File: src/rtl/csi_rx_pkt_engine.sv
// CSI-2 receive packet engine.
// Sits behind the byte/word aligner: collects the 4-byte packet header over
// 4/LANES aligned words, checks ECC and data type, then streams long-packet
// payload out one registered word per accepted input word. It tracks frame and
// line status from FS/FE and image packets, and counts bad headers with a
// saturating counter.
//
// Ports
//   clock, reset        clock; asynchronous active-high reset
//   enable              clock enable (registers hold when low, pulses clear)
//   data, data_valid    aligned input word, byte 0 in data[7:0]
//   sync_wait           aligner wait_for_sync (engine is idle, hunting a header)
//   packet_done         aligner packet_done (one cycle per packet)
//   payload_*           payload stream; keep bit i = byte i valid
//   vc_out, dt_out      virtual channel / data type of the latest header
//   frame_start/end     single-cycle pulses on forwarded FS / FE
//   in_frame, in_line   frame and line status
//   err_count           saturating count of rejected headers

// Header ECC: 6-bit Hamming parity over {B2, B1, B0}, top two bits zero.
module csi_rx_hdr_ecc (
  input  logic [23:0] data,
  output logic [7:0]  ecc
);
  // Each mask selects the data bits covered by one parity bit.
  localparam logic [23:0] P0 = 24'hF12CB7;
  localparam logic [23:0] P1 = 24'hF2555B;
  localparam logic [23:0] P2 = 24'h749A6D;
  localparam logic [23:0] P3 = 24'hB8E38E;
  localparam logic [23:0] P4 = 24'hDF03F0;
  localparam logic [23:0] P5 = 24'hEFFC00;

  assign ecc = {2'b00, ^(data & P5), ^(data & P4), ^(data & P3),
                ^(data & P2), ^(data & P1), ^(data & P0)};
endmodule

// One payload byte lane: registers the byte and its keep flag on load.
// keep drops on any enabled cycle without a load, so it never outlives
// the valid word it belongs to.
module csi_rx_pkt_lane (
  input  logic       clock,
  input  logic       reset,
  input  logic       enable,
  input  logic       load,
  input  logic [7:0] byte_in,
  input  logic       keep_in,
  output logic [7:0] byte_out,
  output logic       keep_out
);
  always_ff @(posedge clock or posedge reset) begin
    if (reset) begin
      byte_out <= '0;
      keep_out <= 1'b0;
    end else if (enable) begin
      if (load) begin
        byte_out <= byte_in;
        keep_out <= keep_in;
      end else begin
        keep_out <= 1'b0;
      end
    end
  end
endmodule

module csi_rx_pkt_engine #(
  parameter int          LANES     = 2,
  parameter logic [3:0]  VC_MASK   = 4'b0001,
  parameter int          MAX_LEN   = 8192,
  // Value at which err_count sticks.
  parameter logic [15:0] ERR_LIMIT = 16'hFFFF
) (
  input  logic                 clock,
  input  logic                 reset,
  input  logic                 enable,
  input  logic [8*LANES-1:0]   data,
  input  logic                 data_valid,
  output logic                 sync_wait,
  output logic                 packet_done,
  output logic [8*LANES-1:0]   payload_out,
  output logic [LANES-1:0]     payload_keep,
  output logic                 payload_valid,
  output logic                 payload_last,
  output logic [1:0]           vc_out,
  output logic [5:0]           dt_out,
  output logic                 frame_start,
  output logic                 frame_end,
  output logic                 in_frame,
  output logic                 in_line,
  output logic [15:0]          err_count
);
  localparam int HDR_WORDS = 4 / LANES;

  typedef enum logic [2:0] {INIT, WAIT_SYNC, HDR, PAYLOAD, DONE, GAP} state_t;

  // Header as it sits on the wire, {B3, B2, B1, B0}.
  typedef struct packed {
    logic [7:0]  ecc;
    logic [15:0] wc;
    logic [1:0]  vc;
    logic [5:0]  dt;
  } hdr_t;

  state_t                  state, state_n;
  logic [LANES-1:0][7:0]   data_b;
  logic [3:0][7:0]         hdr_buf, hdr_cur;
  logic [1:0]              hdr_idx, word_idx;
  hdr_t                    hdr;
  logic [7:0]              ecc_calc;
  logic [15:0]             bytes_rem;
  logic                    hdr_acc, hdr_last, hdr_ok, fwd;
  logic                    dt_short, dt_long, dt_image;
  logic                    pay_acc, pay_load, pay_final;

  assign data_b      = data;
  assign sync_wait   = (state == WAIT_SYNC);
  assign packet_done = (state == DONE);

  // Header assembly: merge the word being accepted into the buffered bytes so
  // the whole header can be decoded on the cycle its last word arrives.
  assign word_idx = (state == HDR) ? hdr_idx : 2'd0;
  assign hdr_acc  = enable && data_valid && (state == WAIT_SYNC || state == HDR);
  assign hdr_last = hdr_acc && (word_idx == 2'(HDR_WORDS - 1));

  always_comb begin
    hdr_cur = hdr_buf;
    for (int i = 0; i < LANES; i++)
      hdr_cur[2'(int'(word_idx) * LANES + i)] = data_b[i];
  end

  assign hdr = hdr_t'(hdr_cur);

  csi_rx_hdr_ecc u_ecc (
    .data (hdr_cur[2:0]),
    .ecc  (ecc_calc)
  );

  assign dt_short = (hdr.dt <= 6'h07);
  assign dt_long  = (hdr.dt >= 6'h10) && (hdr.dt <= 6'h2F);
  assign dt_image = (hdr.dt >= 6'h18) && (hdr.dt <= 6'h2F);
  assign hdr_ok   = (hdr.ecc == ecc_calc) && (dt_short || dt_long) &&
                    !(dt_long && ({16'd0, hdr.wc} > 32'(MAX_LEN)));
  assign fwd      = VC_MASK[hdr.vc];

  // Payload: vc_out is already latched for the current packet, so it decides
  // forwarding for every payload word.
  assign pay_acc   = enable && data_valid && (state == PAYLOAD);
  assign pay_final = (bytes_rem <= 16'(LANES));
  assign pay_load  = pay_acc && VC_MASK[vc_out];

  always_comb begin
    state_n = state;
    case (state)
      INIT:      state_n = WAIT_SYNC;
      WAIT_SYNC,
      HDR: begin
        if (hdr_last)
          state_n = (!hdr_ok || !dt_long || hdr.wc == 16'd0) ? DONE : PAYLOAD;
        else if (hdr_acc)
          state_n = HDR;
      end
      PAYLOAD:   if (pay_acc && pay_final) state_n = DONE;
      DONE:      state_n = GAP;
      GAP:       state_n = WAIT_SYNC;
      default:   state_n = INIT;
    endcase
  end

  genvar g;
  for (g = 0; g < LANES; g++) begin : g_lane
    csi_rx_pkt_lane u_lane (
      .clock    (clock),
      .reset    (reset),
      .enable   (enable),
      .load     (pay_load),
      .byte_in  (data_b[g]),
      .keep_in  (bytes_rem > 16'(g)),
      .byte_out (payload_out[8*g +: 8]),
      .keep_out (payload_keep[g])
    );
  end

  always_ff @(posedge clock or posedge reset) begin
    if (reset) begin
      state         <= INIT;
      hdr_buf       <= '0;
      hdr_idx       <= 2'd0;
      bytes_rem     <= 16'd0;
      payload_valid <= 1'b0;
      payload_last  <= 1'b0;
      vc_out        <= 2'd0;
      dt_out        <= 6'd0;
      frame_start   <= 1'b0;
      frame_end     <= 1'b0;
      in_frame      <= 1'b0;
      in_line       <= 1'b0;
      err_count     <= 16'd0;
    end else begin
      // Pulses and the payload qualifier drop on every cycle, enabled or not.
      frame_start   <= 1'b0;
      frame_end     <= 1'b0;
      payload_valid <= 1'b0;
      if (enable) begin
        state         <= state_n;
        payload_valid <= pay_load;
        payload_last  <= pay_load && pay_final;

        if (hdr_acc) begin
          hdr_buf <= hdr_cur;
          hdr_idx <= hdr_last ? 2'd0 : 2'(word_idx + 2'd1);
        end

        // A line that never saw payload_last (WC = 0, or an error) ends here.
        if (state == WAIT_SYNC) in_line <= 1'b0;

        if (hdr_last) begin
          vc_out <= hdr.vc;
          dt_out <= hdr.dt;
          if (!hdr_ok) begin
            if (err_count < ERR_LIMIT) err_count <= err_count + 16'd1;
          end else begin
            bytes_rem <= dt_long ? hdr.wc : 16'd0;
            if (fwd) begin
              if (hdr.dt == 6'h00) begin
                in_frame    <= 1'b1;
                frame_start <= 1'b1;
              end
              if (hdr.dt == 6'h01 && in_frame) begin
                in_frame  <= 1'b0;
                frame_end <= 1'b1;
              end
              if (dt_image) in_line <= 1'b1;
            end
          end
        end

        if (pay_acc) begin
          bytes_rem <= pay_final ? 16'd0 : bytes_rem - 16'(LANES);
          if (pay_load && pay_final) in_line <= 1'b0;
        end
      end
    end
  end
endmodule
File: config.mk
export PLATFORM = sky130hd
export DESIGN_NAME = csi_rx_pkt_engine
export DESIGN_NICKNAME = d
export VERILOG_FILES = /design/src/rtl/csi_rx_pkt_engine.sv
export SDC_FILE = /design/constraint.sdc
export NUM_CORES = 1
export LEC_CHECK = 0
export BUFFER_PORTS_ARGS = -buffer_cell sky130_fd_sc_hd__buf_2
export CAP_MARGIN = 25
export CORE_ASPECT_RATIO = 0.8
export CORE_UTILIZATION = 57
export CTS_CLUSTER_SIZE = 25
export DETAILED_ROUTE_END_ITERATION = 6
export GPL_ROUTABILITY_DRIVEN = 0
export PLACE_DENSITY = 0.8
export SYNTH_ARGS = -nofsm -noshare
export SYNTH_HDL_FRONTEND = slang
export SYNTH_SLANG_ARGS = --single-unit
File: constraint.sdc
create_clock -name clock -period 4.7 [get_ports clock]
set_input_delay 0.94 -clock clock [delete_from_list [all_inputs] [get_ports clock]]
set_output_delay 0.94 -clock clock [all_outputs]
set_load 0.01 [all_outputs]
==> results.yml <==
logic_synthesis:
  syn_inst: 475
  synth_top_area_frac: 0.458
  synthFlopType: "dfrtp_1"
  ys_types: 53
  syn_area_per_cell_sq_um: 9.78
  synthTopCellsByArea: "dfrtp_1 (46%), xnor2_1 (8.7%), nand2_1 (6.5%)"
  ys_async_sr_fraction: 1.00
  synth-edff-count: 0
  yosys_warnings: 0
  yosys-top-cells-count: "dfrtp_1 (85), nand2_1 (81), xnor2_1 (46)"
  yosysMostFrequentCell: "dfrtp_1"
  yosysTopAreaCell: "dfrtp_1"
  synthesis.area_sq_um: 4640
  synth-seq-cells: 85
  syn-num-nets: 507
  ys_seq_area_frac: 0.458
setup_path:
  path_cells: "and4bb_4 -> mux2i_1 -> inv_1 -> ha_1 -> xor2_1 -> xnor2_1 -> xnor2_1 -> nand2_1 -> o2bb2ai_1 -> nand4_1 -> nand2_1 -> mux2_2"
  worst-path-buf-inv: 1
  cp_slowest_cell: "and4bb_4"
  startpoint: "state[0]$_DFFE_PP0P_"
  arrival_ns: 4.57
  crit_path_max_fanout: 21
  cp-end-kind: "flop"
  startpoint_type: "flop"
  crit_required_ns: 4.95
  worstReg2RegStart: "state[0]$_DFFE_PP0P_"
  cp_slowest_stage_delay_ns: 0.67
  cp_top_family: "simple AND/OR/NAND/NOR gates"
  crit_type: "flop to flop"
sta:
  rsz0062_at_grt: "false"
  period_needed_ns: 4.32
  fin_crit_sh: 0.920
  hold_viol: 0
  holdWs_ns: 0.478
  tightest_slew_ns: 0.805
  max_freq_mhz: 231
  slew_headroom: 0.458
  fin_worst_skew_ns: 0.0101
  setup_viol: 0
  final.setup.tns_ns: 0
  final_max_slew_viol_count: 0
  timing.final.ws_setup_ns: 0.377
run:
  max_cap_viol_count: 0
layout:
  multi_input_area_sq_um: 2340
  nets: 570
  syn2layout_area_growth_pct: 13.7
  seq_area_sq_um: 2130
  final_area_sq_um: 5280
  nFillCells: 703
  diodes: 0
  instances_no_fill: 651
  drive_above_1_share: 0.217
route:
  wl_met1_mm: 5.03
  via_count: 3726
  postRouteAntennaNets: 0
  routed_wl_mm: 10.4
  drtPass1Iterations: 4
  drt_iter0_drc: 248
  drc: 0
  routed-wl-met3_um: 504
  viasPerCell: 5.72
  wl_met2_mm: 4.76
  wl_per_cell_um: 16.0
  top_layer: "met4"
clock_tree:
  cts_resized: 0
  htree_num_levels: 3
  cts_tree: "yes"
  cts_hold_buf: 0
  numCtsBuffers: 9
  root_buffer: "clkbuf_8"
  path_clk_slew_ns: 0.09
  clkLatencyLatePin_ns: 0.37
  post-cts-setup-buffer-count: 0
  cts_sinks: 85
  clk_path_buf_depth: 2
hold_path:
  hp-start: "g_lane[0].u_lane.byte_out[5]$_DFFE_PP0P_"
  min_path_type: "flop to flop"
placed_design:
  dp_cells: 635
  dp_slack_ns: 0.448
  hpwl_mm: 7.58
  port_buffers: 69
  placed_area_sq_um: 5050
floorplan:
  dieArea_sq_um: 8510
  ios: 70
  design.core.area_sq_um: 7910
  die_h_um: 82.7
  rows: 29
  initial_core_util: 0.587
  die_w_um: 103
grt:
  grt_pass1_vias: 3523
  grt_max_degree: 47
  overflow: 0
  antenna_found_initial: 0
  grt_pass1_wl_mm: 17.0
  grtUsageTotal: 0.264
power_and_ir_drop:
  p_per_area_nw_per_um2: 618
  peakVddDrop_mv: 0.343
  power.leakage_nw: 2.50
outcome:
  status: "complete, no violations"
==> cells by family (layout without fill, tap and decap cells) <==
group                    count (synthesis)  after routing  share of synthesized area
AO/OA/AOI/OAI                           62             62                     0.0846
XOR/XNOR                                56             56                      0.106
adder cells (fa/ha/maj)                 12             12                     0.0323
buffers and inverters                   38            106                     0.0388
flip-flops                              85             85                      0.458
multiplexers                            37             37                     0.0860
AND/OR/NAND/NOR                        185            185                      0.195
==> routing by layer <==
| metal | vias to the layer above | track usage |
|---|---|---|
| met4 | 0 | 0.0648 |
| met2 | 102 | 0.421 |
| li1 | 1770 | - |
| met5 | - | 0 |
| met1 | 1843 | 0.366 |
| met3 | 11 | 0.0623 |
==> worst register-to-register path, delay by kind of cell (launching register included) <==
kind,cells,cell delay (ns)
buf+inv,1,0.11
xor+xnor,3,0.52
compound gates,1,0.30
flops,1,0.51
simple gates,4,1.52
mux,2,0.89
fa+ha+maj,1,0.36
==> placed cells by master, fill, tap and decap left out, types with 4 or more instances in the layout <==
cell / count
nor4_1: 5
nand4_1: 11
o22ai_1: 7
mux2i_1: 16
buf_4: 6
xor2_1: 10
a31oi_1: 7
nor2_1: 21
clkbuf_8: 10
or3_1: 5
ha_1: 12
o21ai_0: 21
inv_1: 13
mux2_2: 20
xnor2_1: 46
a21oi_1: 8
nand3_1: 16
and3_1: 9
buf_2: 69
dfrtp_1: 85
nand2_1: 81
nor3_1: 15
and2_1: 4
==> sequential cells by signal, summed over array words and instances (netlist names), 3 cells and up <==
signal and flops:
state 3, hdr_buf 16, bytes_rem 16, dt_out 6, g_lane.u_lane.byte_out 16, err_count 16
==> final timing paths <==
check	end	cells past startpoint	slack, ns
setup / recovery	bytes_rem[2]$_DFFE_PP0P_	12	0.38
hold / removal	g_lane[0].u_lane.byte_out[5]$_DFFE_PP0P_	2	0.48
setup reg to reg	bytes_rem[2]$_DFFE_PP0P_	12	0.38
hold reg to reg	g_lane[0].u_lane.byte_out[5]$_DFFE_PP0P_	2	0.48
max in group asynchronous	dt_out[0]$_DFFE_PP0P_	3	3.02
min in group asynchronous	err_count[5]$_DFFE_PP0P_	2	0.69
==> where the power goes <==
part	internal (mW)	leakage, nW	switching (mW)
Combinational	0.676	1.28	0.784
Sequential	0.975	1.10	0.230
Clock	0.318	0.113	0.281
==> cell type report <==
type	count	share of cell area
Multi-Input combinational cell	352	0.443
Clock buffer	10	0.0261
Tap cell	108	0.0256
Clock inverter	6	0.0178
Inverter	15	0.0109
Timing Repair Buffer	75	0.0740
Sequential cell	85	0.403
==> metrics by stage <==
stage / utilization / power (mW)
2_1_floorplan: - / 2.30
3_3_place_gp: 0.638 / 2.58
3_5_place_dp: 0.638 / 2.66
4_1_cts: 0.667 / 3.26
5_1_grt: 0.667 / 3.48
6_report: 0.667 / 3.26
Power figures use the tool's default switching activity.
